`config.mk`:
```
export PLATFORM = sky130hd
export DESIGN_NAME = inst_fetch_unit
export DESIGN_NICKNAME = d
export VERILOG_FILES = /design/src/rtl/isa_pkg.sv /design/src/rtl/next_pc_calc.sv /design/src/rtl/inst_fetch_unit.sv
export SDC_FILE = /design/constraint.sdc
export NUM_CORES = 1
export LEC_CHECK = 0
export CAP_MARGIN = 10
export CORE_UTILIZATION = 40
export CTS_CLUSTER_SIZE = 20
export DETAILED_ROUTE_END_ITERATION = 10
export PLACE_DENSITY = 0.78
export SLEW_MARGIN = 20
export SYNTH_ARGS = -nofsm -noshare
export SYNTH_HDL_FRONTEND = slang
export SYNTH_SLANG_ARGS = --single-unit
```
`constraint.sdc`:
```
create_clock -name clk -period 3.9 [get_ports clk]
set_clock_uncertainty 0.2 [all_clocks]
set_input_delay 1.17 -clock clk [delete_from_list [all_inputs] [get_ports clk]]
set_output_delay 1.17 -clock clk [all_outputs]
set_load 0.01 [all_outputs]
```
`src/rtl/isa_pkg.sv`:
```
// Shared ISA constants and helpers for the fetch slice.
package isa_pkg;

    localparam int XLEN = 32;

    localparam logic [5:0] OP_BEQ = 6'b000100;
    localparam logic [5:0] OP_J   = 6'b000010;

    localparam logic [XLEN-1:0] ISA_NOP      = 32'h0000_0000;
    localparam logic [XLEN-1:0] ISA_RESET_PC = 32'h0000_0000;

    // beq immediate is a signed word offset; convert to a signed byte offset
    function automatic logic signed [XLEN-1:0] branch_offset(input logic signed [15:0] imm);
        logic signed [XLEN-1:0] ext;
        ext = XLEN'(imm);
        return ext <<< 2;
    endfunction

endpackage

```
`src/rtl/next_pc_calc.sv`:
```
// Combinational next-PC selection: jump, taken branch, stall-hold or sequential.
module next_pc_calc
    import isa_pkg::*;
(
    input  logic [XLEN-1:0]        pc,
    input  logic [XLEN-1:0]        if_pc_plus4,
    input  logic signed [15:0]     branch_imm,
    input  logic [25:0]            jump_index,
    input  logic                   branch_taken,
    input  logic                   jump,
    input  logic                   stall,
    output logic [XLEN-1:0]        next_pc,
    output logic                   redirect
);

    logic [XLEN-1:0] w_br_tgt;
    logic [XLEN-1:0] w_jmp_tgt;

    // Both targets are relative to the instruction sitting in decode
    assign w_br_tgt  = if_pc_plus4 + $unsigned(branch_offset(branch_imm));
    assign w_jmp_tgt = {if_pc_plus4[31:28], jump_index, 2'b00};
    assign redirect  = jump | branch_taken;

    always_comb begin
        next_pc = pc + 32'd4;
        if (jump) begin
            next_pc = w_jmp_tgt;
        end else if (branch_taken) begin
            next_pc = w_br_tgt;
        end else if (stall) begin
            next_pc = pc;
        end
    end

endmodule

```
`src/rtl/inst_fetch_unit.sv`:
```
// Instruction fetch stage: PC register, ROM addressing and IF/ID register.
// Optional perf counters enabled by defining FETCH_PERF_CNT_EN.
module inst_fetch_unit
    import isa_pkg::*;
#(
    parameter logic [XLEN-1:0] RESET_PC = ISA_RESET_PC,
    parameter logic [XLEN-1:0] NOP_INST = ISA_NOP
) (
    input  logic            clk,
    input  logic            rst_n,
    input  logic            stall,
    input  logic            flush,
    input  logic            branch_taken,
    input  logic [15:0]     branch_imm,
    input  logic            jump,
    input  logic [25:0]     jump_index,
    output logic [XLEN-1:0] rom_addr,
    input  logic [XLEN-1:0] rom_inst,
    output logic [XLEN-1:0] if_pc,
    output logic [XLEN-1:0] if_pc_plus4,
    output logic [XLEN-1:0] if_inst,
    output logic            if_valid
`ifdef FETCH_PERF_CNT_EN
    ,
    output logic [31:0]     fetch_cnt,
    output logic [31:0]     bubble_cnt
`endif
);

    logic [XLEN-1:0] r_pc_p0;
    logic [XLEN-1:0] r_if_pc_p1;
    logic [XLEN-1:0] r_if_pc_plus4_p1;
    logic [XLEN-1:0] r_if_inst_p1;
    logic            r_if_vld_p1;

    logic [XLEN-1:0] w_next_pc;
    logic [XLEN-1:0] w_pc_plus4;
    logic            w_redirect;
    logic            w_bubble;
    logic            w_load;

    assign w_pc_plus4 = r_pc_p0 + 32'd4;
    assign w_bubble   = w_redirect | flush;
    assign w_load     = ~w_bubble & ~stall;

    next_pc_calc u_next_pc (
        .pc           (r_pc_p0),
        .if_pc_plus4  (r_if_pc_plus4_p1),
        .branch_imm   (branch_imm),
        .jump_index   (jump_index),
        .branch_taken (branch_taken),
        .jump         (jump),
        .stall        (stall),
        .next_pc      (w_next_pc),
        .redirect     (w_redirect)
    );

    // ---- p0 -> p1: PC update and IF/ID capture ----
    always_ff @(posedge clk or negedge rst_n) begin
        if (!rst_n) begin
            r_pc_p0          <= RESET_PC;
            r_if_pc_p1       <= '0;
            r_if_pc_plus4_p1 <= '0;
            r_if_inst_p1     <= NOP_INST;
            r_if_vld_p1      <= 1'b0;
        end else begin
            r_pc_p0 <= w_next_pc;
            // Bubbles still record the squashed fetch address for debug
            if (w_bubble) begin
                r_if_pc_p1       <= r_pc_p0;
                r_if_pc_plus4_p1 <= w_pc_plus4;
                r_if_inst_p1     <= NOP_INST;
                r_if_vld_p1      <= 1'b0;
            end else if (w_load) begin
                r_if_pc_p1       <= r_pc_p0;
                r_if_pc_plus4_p1 <= w_pc_plus4;
                r_if_inst_p1     <= rom_inst;
                r_if_vld_p1      <= 1'b1;
            end
        end
    end

    assign rom_addr    = r_pc_p0;
    assign if_pc       = r_if_pc_p1;
    assign if_pc_plus4 = r_if_pc_plus4_p1;
    assign if_inst     = r_if_inst_p1;
    assign if_valid    = r_if_vld_p1;

`ifdef FETCH_PERF_CNT_EN
    logic [31:0] r_fetch_cnt;
    logic [31:0] r_bubble_cnt;

    always_ff @(posedge clk or negedge rst_n) begin
        if (!rst_n) begin
            r_fetch_cnt  <= '0;
            r_bubble_cnt <= '0;
        end else begin
            if (w_load)   r_fetch_cnt  <= r_fetch_cnt + 32'd1;
            if (w_bubble) r_bubble_cnt <= r_bubble_cnt + 32'd1;
        end
    end

    assign fetch_cnt  = r_fetch_cnt;
    assign bubble_cnt = r_bubble_cnt;
`endif

endmodule
```
==> run_results.csv <==
group,metric,value,unit
place,io_buffers,208,
critical_path,critPathMostFrequentCell,"o22ai_4",
clock_network,h-tree-depth,4,
clock_network,path_clk_slew,0.06,ns
power,p_switching,1.98,mW
yosys,synth_xor_area_share,7.16,%
route,drtPass1Iterations,4,
floorplan,rows,48,
yosys,synth_compound_area_share,21.1,%
critical_path,cp_max_fo,3,
worst_hold_path,hold_path.class,"reg2reg",
floorplan,dieArea,18600,µm²
timing,finalHoldViolCount,0,
place,gp_congestion,0.906,
route,routedWlPerCell,18.4,µm
route,drc,0,
clock_network,cts_tree,"built",
layout,area_growth_syn_to_layout,47.5,%
power,power.internal,3.73,mW
power,sw_frac_of_total,34.7,%
layout,layout-drive-gt1-share,12.3,%
power,power,5.71,mW
critical_path,cp.required,4.00,ns
critical_path,criticalPathCategory,"in2reg",
timing,fin_crit,3.73,ns
yosys,synth_cells,800,
layout,utilization,60.9,%
global_route,grt_pass1_vias,6987,
route,routed_via_density,5.47,
critical_path,slowest_delay,0.50,ns
floorplan,fp.dieH,136,µm
global_route,grt_max_degree,65,
critical_path,end_kind,"register",
global_route,track_usage,26.4,%
yosys,async_flop_share,100,%
yosys,synthSimpleGateAreaFrac,17.7,%
timing,clock.fmax,268,MHz
global_route,grt_overflow,0,
timing,worst_pin_slew,0.655,ns
power,p_comb_share,37.6,%
floorplan,io_pins,209,
place,hpwl,17.4,mm
yosys,ys_types,66,
yosys,synth.cell_area,7220,µm²
layout,diodes,0,
floorplan,core_area,17500,µm²
yosys,synth_top_family_by_area,"compound AO/OA/AOI/OAI gates",
critical_path,arrival,3.84,ns
yosys,synth-seq-cells,127,
power,leakagePower,4.68,nW
yosys,synth.area.mux_share,1.02,%
layout,fin_nets,1164,
power,power_frac_seq,32.6,%
clock_network,root_buffer,"clkbuf_16",
critical_path,crit_buf_inv,1,
clock_network,numClockSinks,127,
timing,relSlewSlack,56.2,%
global_route,antenna_found_initial,0,
yosys,yosys.area_share.adder,5.48,%
clock_network,postCtsHoldBufs,0,
yosys,synth_top_flop_cell,"dfrtp_1",
critical_path,crit_slowest_cell,"or4b_1",
run_status,status,"finished, final reports clean",
yosys,synth_warnings,0,
route,wl,23.7,mm
route,dr.first_iter.drc_count,447,
floorplan,initial_core_util,41.3,%
critical_path,cp_cell_sequence,"clkdlybuf4s50_1 > ha_1 > a21o_1 > a21oi_2 > o21ai_1 > a211o_1 > o22ai_4 > o22ai_4 > or4b_1 > a31o_1 > o221a_2",
job,cap_violations,0,
clock_network,cts_max_path_buffers,2,
route,ant_nets,0,
yosys,synth_edf_count,0,
floorplan,die_x,136,µm
layout,final_cell_mix,"clkdlybuf4s50_1, nand2_1, dfrtp_1",
layout,layout_commonest_cell,"clkdlybuf4s50_1",
route,dr_total_vias,7066,
critical_path,startpoint_type,"input pin",
yosys,syn_avg_cell_area,9.02,µm²
yosys,syn-num-nets,911,
yosys,seq_area_frac_synth,44.0,%
clock_network,cts-buffers-inserted,17,
timing,finalCritPeriodShare,95.7,%
timing,slew_viol_final,0,
global_route,grt_pass1_wl,37.2,mm
critical_path,path_delay_family,"compound AO/OA/AOI/OAI gates",
clock_network,clk_latency,0.42,ns
power,p_clk_share,29.8,%
power,power_density,536,nW/µm²
timing,setup_viol,0,
power,peakVddDrop,363,µV
-- layer usage --
layer / track usage, % / up-vias / share of wire, %
met5: 0 / - / 0
met4: 9.63 / 0 / 1.8
li1: - / 3350 / -
met3: 6.79 / 31 / 7.4
met2: 43.8 / 275 / 49
met1: 33.0 / 3410 / 42
-- cells by family (layout without fill, tap and decap cells) --
family / after synthesis / in the layout
DFF: 127 / 127
buffers and inverters: 62 / 328
muxes: 7 / 7
and+or+nand+nor: 288 / 288
xor gates and xnor gates: 59 / 59
AOI/OAI and AO/OA: 226 / 226
adders and majority gates: 31 / 31
-- power by group through the flow --
stage	Sequential (mW)	Combinational, mW	Clock, mW
floorplan	1.88	0.998	0
global placement	1.88	2.08	0
detailed placement	1.88	2.10	0
CTS	1.86	2.13	1.72
global route	1.90	2.34	1.78
finish	1.86	2.15	1.70
-- cells in the mapped netlist (3+ instances only) --
library cell  count  share of area, %
nand2_1         151               7.9
and4_1            5              0.61
a21o_1           13               1.4
a22o_1           33               4.0
inv_1            13              0.68
o21a_1            6              0.62
ha_1             30               5.2
nor3_1           11              0.76
nor2b_1           9              0.78
mux2i_1           4              0.55
nand3_1          16               1.1
o22ai_1           6              0.52
nand2b_1          3              0.26
nand4_1           7              0.61
and3_1            9              0.78
o21ai_0          41               2.8
a211oi_1          3              0.31
o211ai_1          8              0.83
xnor2_1          20               2.4
nor2_1           57               3.0
and2_1            4              0.35
clkbuf_1         39               2.0
a211o_1           3              0.36
o31a_1            3              0.36
or3_1             3              0.26
mux2_2            3              0.47
a31oi_1           5              0.43
xor2_1           39               4.7
a21oi_1          65               4.5
buf_1             4              0.21
buf_4             4              0.42
a22oi_1           5              0.52
o21bai_1          9              0.94
dfrtp_1         127                44
-- registers in the layout, indices dropped and copies added, names as in the netlist --
signal and flops:
if_valid 1, if_pc_plus4 30, if_pc 32, if_inst 32, rom_addr 32
-- worst reg2reg max path: cells and delay by family (launching register included) --
family,cells,cell delay (ns)
AOI/OAI and AO/OA,8,1.34
adders and majority gates,2,0.57
and+or+nand+nor,1,0.50
DFF,1,0.41
-- per-stage QoR --
stage	TNS (ns)	hold slack, ns	instance area, µm²	setup slack, ns	instances
2_1_floorplan	0	0.269	7230	0.0229	800
3_3_place_gp	-3.83	0.249	9980	-0.479	1256
3_5_place_dp	-4.36	0.255	9980	-0.502	1256
4_1_cts	0	0.268	10600	0.120	1289
5_1_grt	-0.00291	0.294	10600	-0.00291	1291
6_report	0	0.264	10600	0.166	1291
-- cell type report --
class | instances | area (µm²)
well taps | 225 | 282
multi-input cells | 611 | 3830
repair buffers | 283 | 2680
clock inverters | 15 | 199
clock buffers | 17 | 425
flip-flops and latches | 127 | 3180
inverters | 13 | 48.8
fillers | 1483 | 6830
-- final timing paths --
check	startpoint	end	slack, ns	cells after the start
setup / recovery	branch_imm[2]	rom_addr[22]	0.17	11
hold / removal	if_pc[26]	if_pc[26]	0.26	2
setup reg to reg	if_pc_plus4[2]	rom_addr[22]	0.76	11
hold reg to reg	if_pc[26]	if_pc[26]	0.26	2
max in group asynchronous	rst_n	if_inst[3]	2.28	2
min in group asynchronous	rst_n	rom_addr[17]	0.55	1
-- timing repair --
item                                    in CTS  in global routing
gates resized for setup                      2                  5
setup buffers                                1                  2
endpoints found under the setup margin       2                  3
pin swaps                                    4                  4
Power figures use the tool's default switching activity.
